<file path="src/rtl/usbfifo_ctrl.sv">
`default_nettype none
// ============================================================================
// usbfifo_ctrl : FT2232H asynchronous FIFO sequencer with round-robin rd/wr
// Revision     : 1.0
// ============================================================================
module usbfifo_ctrl #(
    parameter int SYNC_STAGES = 2,
    parameter int RD_PULSE    = 2,
    parameter int WR_SETUP    = 1,
    parameter int WR_PULSE    = 2,
    parameter int RECOVER     = 1
) (
    input  logic       clock,
    input  logic       reset_n,
    input  logic       rxf,
    input  logic       txe,
    output logic       rd,
    output logic       wr,
    input  logic [7:0] rx_data,
    output logic [7:0] tx_data,
    output logic       data_oe,
    output logic [7:0] out_data,
    output logic       out_valid,
    input  logic       out_ready,
    input  logic [7:0] in_data,
    input  logic       in_valid,
    output logic       in_ready,
    output logic       busy
);

    localparam int REC_CYCLES = RECOVER + SYNC_STAGES;
    localparam int MAX_A      = (RD_PULSE > WR_SETUP) ? RD_PULSE : WR_SETUP;
    localparam int MAX_B      = (WR_PULSE > REC_CYCLES) ? WR_PULSE : REC_CYCLES;
    localparam int MAX_P      = (MAX_A > MAX_B) ? MAX_A : MAX_B;
    localparam int CNT_W      = $clog2(MAX_P) + 1;

    // Counters load N-1 and the state exits on zero, giving exactly N cycles.
    localparam logic [CNT_W-1:0] RD_LOAD  = CNT_W'(RD_PULSE - 1);
    localparam logic [CNT_W-1:0] WS_LOAD  = CNT_W'(WR_SETUP - 1);
    localparam logic [CNT_W-1:0] WP_LOAD  = CNT_W'(WR_PULSE - 1);
    localparam logic [CNT_W-1:0] REC_LOAD = CNT_W'(REC_CYCLES - 1);
    localparam logic [CNT_W-1:0] CNT_ONE  = CNT_W'(1);

    localparam logic [2:0] S_IDLE      = 3'd0;
    localparam logic [2:0] S_RD_STROBE = 3'd1;
    localparam logic [2:0] S_WR_SETUP  = 3'd2;
    localparam logic [2:0] S_WR_STROBE = 3'd3;
    localparam logic [2:0] S_WR_HOLD   = 3'd4;
    localparam logic [2:0] S_RECOVER   = 3'd5;

    logic [SYNC_STAGES-1:0] rxf_sync_q;
    logic [SYNC_STAGES-1:0] txe_sync_q;
    logic [2:0]             state_q, state_d;
    logic [CNT_W-1:0]       cnt_q, cnt_d;
    logic                   rd_q, rd_d;
    logic                   wr_q, wr_d;
    logic                   oe_q, oe_d;
    logic [7:0]             tx_q, tx_d;
    logic [7:0]             out_data_q, out_data_d;
    logic                   out_valid_q, out_valid_d;
    logic                   prefer_rd_q, prefer_rd_d;

    logic rxf_s, txe_s, idle, read_ok, write_ok, grant_rd, grant_wr;

    assign rxf_s    = rxf_sync_q[SYNC_STAGES-1];
    assign txe_s    = txe_sync_q[SYNC_STAGES-1];
    assign idle     = (state_q == S_IDLE);
    assign read_ok  = idle & ~rxf_s & ~out_valid_q;
    assign write_ok = idle & ~txe_s & in_valid;
    assign grant_rd = read_ok & (~write_ok | prefer_rd_q);
    assign grant_wr = write_ok & (~read_ok | ~prefer_rd_q);

    always_comb begin
        state_d     = state_q;
        cnt_d       = cnt_q;
        rd_d        = rd_q;
        wr_d        = wr_q;
        oe_d        = oe_q;
        tx_d        = tx_q;
        out_data_d  = out_data_q;
        out_valid_d = out_valid_q & ~out_ready;
        prefer_rd_d = prefer_rd_q;
        case (state_q)
            S_IDLE: begin
                if (grant_rd) begin
                    state_d     = S_RD_STROBE;
                    rd_d        = 1'b0;
                    cnt_d       = RD_LOAD;
                    prefer_rd_d = 1'b0;
                end else if (grant_wr) begin
                    state_d     = S_WR_SETUP;
                    tx_d        = in_data;
                    oe_d        = 1'b1;
                    cnt_d       = WS_LOAD;
                    prefer_rd_d = 1'b1;
                end
            end
            S_RD_STROBE: begin
                if (cnt_q == '0) begin
                    rd_d        = 1'b1;
                    out_data_d  = rx_data;
                    out_valid_d = 1'b1;
                    state_d     = S_RECOVER;
                    cnt_d       = REC_LOAD;
                end else begin
                    cnt_d = cnt_q - CNT_ONE;
                end
            end
            S_WR_SETUP: begin
                if (cnt_q == '0) begin
                    wr_d    = 1'b0;
                    state_d = S_WR_STROBE;
                    cnt_d   = WP_LOAD;
                end else begin
                    cnt_d = cnt_q - CNT_ONE;
                end
            end
            S_WR_STROBE: begin
                if (cnt_q == '0) begin
                    wr_d    = 1'b1;
                    state_d = S_WR_HOLD;
                end else begin
                    cnt_d = cnt_q - CNT_ONE;
                end
            end
            S_WR_HOLD: begin
                oe_d    = 1'b0;
                state_d = S_RECOVER;
                cnt_d   = REC_LOAD;
            end
            S_RECOVER: begin
                if (cnt_q == '0) begin
                    state_d = S_IDLE;
                end else begin
                    cnt_d = cnt_q - CNT_ONE;
                end
            end
            default: begin
                state_d = S_IDLE;
                rd_d    = 1'b1;
                wr_d    = 1'b1;
                oe_d    = 1'b0;
            end
        endcase
    end

    always_ff @(posedge clock or negedge reset_n) begin
        if (!reset_n) begin
            rxf_sync_q  <= '1;
            txe_sync_q  <= '1;
            state_q     <= S_IDLE;
            cnt_q       <= '0;
            rd_q        <= 1'b1;
            wr_q        <= 1'b1;
            oe_q        <= 1'b0;
            tx_q        <= 8'h00;
            out_data_q  <= 8'h00;
            out_valid_q <= 1'b0;
            prefer_rd_q <= 1'b1;
        end else begin
            rxf_sync_q  <= {rxf_sync_q[SYNC_STAGES-2:0], rxf};
            txe_sync_q  <= {txe_sync_q[SYNC_STAGES-2:0], txe};
            state_q     <= state_d;
            cnt_q       <= cnt_d;
            rd_q        <= rd_d;
            wr_q        <= wr_d;
            oe_q        <= oe_d;
            tx_q        <= tx_d;
            out_data_q  <= out_data_d;
            out_valid_q <= out_valid_d;
            prefer_rd_q <= prefer_rd_d;
        end
    end

    assign rd        = rd_q;
    assign wr        = wr_q;
    assign data_oe   = oe_q;
    assign tx_data   = tx_q;
    assign out_data  = out_data_q;
    assign out_valid = out_valid_q;
    assign in_ready  = grant_wr;
    assign busy      = ~idle;

endmodule
`default_nettype wire

</file>
<file path="config.mk">
export PLATFORM = sky130hd
export DESIGN_NAME = usbfifo_ctrl
export DESIGN_NICKNAME = d
export VERILOG_FILES = /design/src/rtl/usbfifo_ctrl.sv
export SDC_FILE = /design/constraint.sdc
export NUM_CORES = 1
export LEC_CHECK = 0
export ABC_AREA = 1
export CELL_PAD_IN_SITES_DETAIL_PLACEMENT = 1
export CELL_PAD_IN_SITES_GLOBAL_PLACEMENT = 2
export CORE_MARGIN = 2
export CORE_UTILIZATION = 30
export CTS_CLUSTER_SIZE = 14
export DETAILED_ROUTE_END_ITERATION = 16
export PLACE_DENSITY_LB_ADDON = 0.1
export SLEW_MARGIN = 20
export SYNTH_ARGS = -nofsm -noshare
export SYNTH_HDL_FRONTEND = slang
export SYNTH_SLANG_ARGS = --single-unit
</file>
<file path="constraint.sdc">
create_clock -name clock -period 2.25 [get_ports clock]
set_clock_uncertainty 0.15 [all_clocks]
set_input_delay 0.45 -clock clock [delete_from_list [all_inputs] [get_ports clock]]
set_output_delay 0.45 -clock clock [all_outputs]
set_load 0.005 [all_outputs]
</file>
# Yosys cells after proc, flatten, opt, wreduce, memory -nomap -nowiden
# Cells that the tools add are included.
[word_totals]
reg_bits = 31
latch_bits = 0
ramBits = 0
romBits = 0
mem_count = 0
[classes]
add_sub_neg = 1
mul = 0
n_div = 0
magnitude_cmp = 0
eq_ne = 14
shift = 0
muxes = 24
n_bitwise = 21
n_reduce_logical = 16
[ops]
columns = ["op", "n"]
rows = [
  ["3-bit 2-to-1 mux", 11],
  ["3-bit case mux with 6 select lines", 1],
  ["3-bit case mux with 5 select lines", 1],
  ["3-bit AND reduction", 5],
  ["2-bit inequality test (second input constant)", 7],
  ["1-bit NOT", 12],
  ["4-bit OR reduction", 3],
  ["1-bit 2-to-1 mux", 8],
  ["1-bit AND", 7],
  ["3-bit by 2-bit == test with 1-bit output (second input constant)", 2],
  ["3-bit == test (second input constant)", 2],
  ["3-bit logical NOT", 2],
  ["1-bit case mux with 3 select lines", 2],
  ["5-bit AND reduction", 1],
  ["5-bit nonzero test", 1],
  ["2-bit AND reduction", 2],
  ["3-bit by 1-bit == test with 1-bit output (second input constant)", 1],
  ["3-bit by 2-bit inequality test with 1-bit output (second input constant)", 1],
  ["3-bit by 1-bit subtractor with 3-bit output (second input constant)", 1],
  ["2-bit by 1-bit inequality test with 1-bit output (second input constant)", 1],
  ["1-bit OR", 2],
  ["1-bit case mux with 2 select lines", 1],
  ["2-bit nonzero test", 1],
  ["2-bit OR reduction", 1],
]

# Depth between registers and ports, before layout
# Gate-level depths: netlist of the first run.
[logic_depth]
depth_word = 9
ltp_mapped = 10

# Least setup slack after synthesis of the first run
# Ideal clock, no wire load.
[synth_timing]
path_type = "reg-to-reg"
from = "reg cnt_q[0]"
to = "reg out_data_q[0] (netlist: out_data[0])"
arrival_time_ns = 1.240
required_time_ns = 1.975
slack_ns = 0.735
stages_incl_launch_ff = 7
n_path_buf = 0
path_cell_list = "dfrtp_1 > inv_1 > ha_1 > inv_1 > nor2_4 > nand2_8 > mux2_4"
[synth_between]
elab_chain_cells = 2
[synth_lines]
columns = ["element", "line_no", "source"]
rows = [
  ["start: declaration", "54", "logic [CNT_W-1:0] cnt_q, cnt_d;"],
  ["start signal: assignment", "164", "cnt_q <= cnt_d;"],
  ["3-bit logical NOT", "99", "if (cnt_q == '0) begin"],
  ["2-bit AND reduction (no source line)", "--", ""],
  ["end signal: assignment", "169", "out_data_q <= out_data_d;"],
  ["end: declaration", "59", "logic [7:0] out_data_q, out_data_d;"],
]
# No other way between the ends.
# A chain may end at the register's enable or synchronous reset.

# Final worst setup path of the first run
[layout_timing]
from = "reg state_q[0]"
to = "out busy"
[layout_between]
elab_chain_cells = 2
[layout_lines]
columns = ["element", "line_no", "source"]
rows = [
  ["start: declaration", "53", "logic [2:0] state_q, state_d;"],
  ["start signal: assignment", "163", "state_q <= state_d;"],
  ["3-bit logical NOT", "67", "assign idle = (state_q == S_IDLE);"],
  ["1-bit NOT", "182", "assign busy = ~idle;"],
  ["end: declaration", "28", "output logic busy"],
]
# No other way between the ends.

==> flow_summary.toml, run 1 <==
[placed_design]
post-dp-hpwl_um = 2817
gp_congestion = 0.7667
dpl_worst_slack_ps = -135.2
port_buffers = 43
placed_cell_area_um2 = 2067

[power_and_ir_drop]
ir_drop_mv = 0.4076
power_leakage_nw = 1.048
p_total_mw = 2.953
p_per_area_nw_per_um2 = 1368

[global_routing]
grt_pass1_wl_um = 6175
grt_max_degree = 32
antenna_found_initial = 0
grt_use_total_pct = 14.63
grt-ovfl-total = 0
grt_pass1_vias = 1334

[detailed_routing]
viasPerCell = 4.436
num_vias = 1273
drc = 0
wl_um = 3673
firstDrtPassIters = 4
drt_iter0_drc = 39
wl_per_cell_um = 12.80
ant_nets = 0

[die]
die_w_um = 75.54
initial_utilization_pct = 30.64
coreArea_um2 = 5010
rows = 26
die_h_um = 75.54
dieArea_um2 = 5706
pin_count = 44

[clock_tree]
cts_tree = "done"
cts_resized = 2
clk_pin_slew_ps = 70
clock_sinks = 31
clk_path_buf_depth = 2
cts_hold_buf = 0
root_buffer = "clkbuf_8"
insertion_delay_ps = 280
postCtsSetupBuffers = 0
cts_made_buffers = 5
cts_htree_levels = 2

[yosys]
ys_ff_latch = 31
synth_top_family_by_area = "simple AND/OR/NAND/NOR gates"
synth_fa_ha_area_share_pct = 1.630
avgSynthCellArea_um2 = 9.361
synth-simple-area-share_pct = 29.58
syn_area_um2 = 1535
ys_seq_area_share_pct = 51.10
ys_warn_count = 0
synthesis.instances = 164
synth-xor-area-share_pct = 0.5705
synth-compound-area-share_pct = 4.075
synth_fp_nets = 188
synth_cell_type_count = 25
synth.area.mux_share_pct = 7.824

[timing]
setup_viol_count_final = 0
slew_headroom_pct = 73.24
finalCritPeriodShare_pct = 93.12
worst_pin_slew_ps = 401.3
finalHoldViolations = 0
fmax_mhz = 477.3
rsz0062_at_grt = "no"
period_needed_ps = 2095
final_max_slew_viol_count = 0
fin_ws_ps = 154.9

[critical_path]
reg2reg_slack_ps = 550
cp_cell_sequence = "nor2_1 > nand2_2 > clkdlybuf4s50_1"
crit_arrival_ps = 1500
reg2reg_depth = 9
slowest_delay_ps = 460
worstReg2RegStart = "state_q[0]"
start_kind = "flip-flop"
critical_path_buf_inv_count = 1
cp_top_family = "buffers and inverters"
crit_type = "reg2out"
worst_setup_path_end_kind = "primary output"
crit_slowest_cell = "clkdlybuf4s50_1"
worstReg2RegEnd = "cnt_q[2]"
cp.required_ps = 1650
cp_max_fo = 6

[min_path]
hold_start = "rxf_sync_q[0]"
hold_class = "reg2reg"
hold_end = "rxf_sync_q[1]"
hold-path-cell-count = 0

[finish]
drive_gt1_share_pct = 19.35
syn_to_final_growth_pct = 40.67
final_common_cell = "nand2_1"
post-route-util_pct = 43.11
diodes = 0
nets = 240
final_cell_mix = "nand2_1 (63), clkdlybuf4s50_1 (42), dfrtp_1 (24)"
final_cell_area_um2 = 2160

[job]
maxCapViolations = 0

[status]
status = "finished, final reports clean"
cell type report:
cell class / instances / area [µm²]
inverter: 17 / 63.81
clock buffer: 7 / 86.33
multi-input combinational: 114 / 673.1
timing repair buffer: 47 / 459.2
clock inverter: 1 / 5.005
sequential: 31 / 784.5
tap: 70 / 87.58
fill: 588 / 2850
worst max-delay path by stage:
stage	cells after the start	to	slack (ps)	start
finish	3	busy	150	state_q[0]
global route	3	busy	50	state_q[1]
CTS	3	busy	140	state_q[0]
detailed placement	6	in_ready	-140	in_valid
global placement	6	in_ready	-110	in_valid
floorplan	6	out_data[0]	730	cnt_q[0]
layer usage:
| metal | vias to the layer above | track usage, % | routed length [µm] |
|---|---|---|---|
| met4 | 0 | 5.263 | 51 |
| met1 | 627 | 19.67 | 1741 |
| met2 | 23 | 22.51 | 1732 |
| met3 | 5 | 4.233 | 148 |
| li1 | 618 | - | - |
| met5 | - | 0 | 0 |
synthesized netlist by cell type, drive strengths merged:
library cell	number	area (µm²)
nand2	68	281.5
ha	2	25.02
nand3	16	92.59
xor2	1	8.760
a21oi	2	25.03
nand4	2	12.51
buf	2	16.26
o21ai	6	30.02
nand3b	1	7.510
dfstp	7	183.9
o21a	1	7.510
mux2	8	120.1
nor2	7	60.06
dfrtp	24	600.6
inv	17	63.81
where the power goes:
group / total, mW / switching [mW] / internal, mW
combinational: 1.53 / 0.756 / 0.772
clock: 0.450 / 0.204 / 0.247
sequential: 0.975 / 0.164 / 0.811
total: 2.95 / 1.12 / 1.83
per-stage QoR:
| stage | setup TNS, ps | std cells | hold slack [ps] |
|---|---|---|---|
| 4_1_cts | 0 | 287 | 211.7 |
| 3_3_place_gp | -112.8 | 279 | 196.4 |
| 2_1_floorplan | 0 | 164 | 4.409 |
| 5_1_grt | 0 | 287 | 213.2 |
| 3_5_place_dp | -135.2 | 279 | 202.8 |
| 6_report | 0 | 287 | 210.5 |
state kept, by name, indices dropped and copies added (netlist names):
signal	flops
out_data	8
out_valid	1
data_oe	1
wr	1
cnt_q	3
rxf_sync_q	2
prefer_rd_q	1
rd	1
tx_data	8
state_q	3
txe_sync_q	2
logic make-up (layout without fill, tap and decap cells):
group,Yosys count,after routing
AO/OA/AOI/OAI,9,9
XOR/XNOR,1,1
adder cells (fa/ha/maj),2,2
buffers and inverters,19,72
flip-flops,31,31
multiplexers,8,8
AND/OR/NAND/NOR,94,94
No activity file was read; power rests on OpenSTA's default activity.
==> run 2: changes to the inputs <==
CTS_CLUSTER_DIAMETER = 60   (was unset)
==> results of run 2 <==
The final DEF is identical to that of run 1; final timing and power are the same.
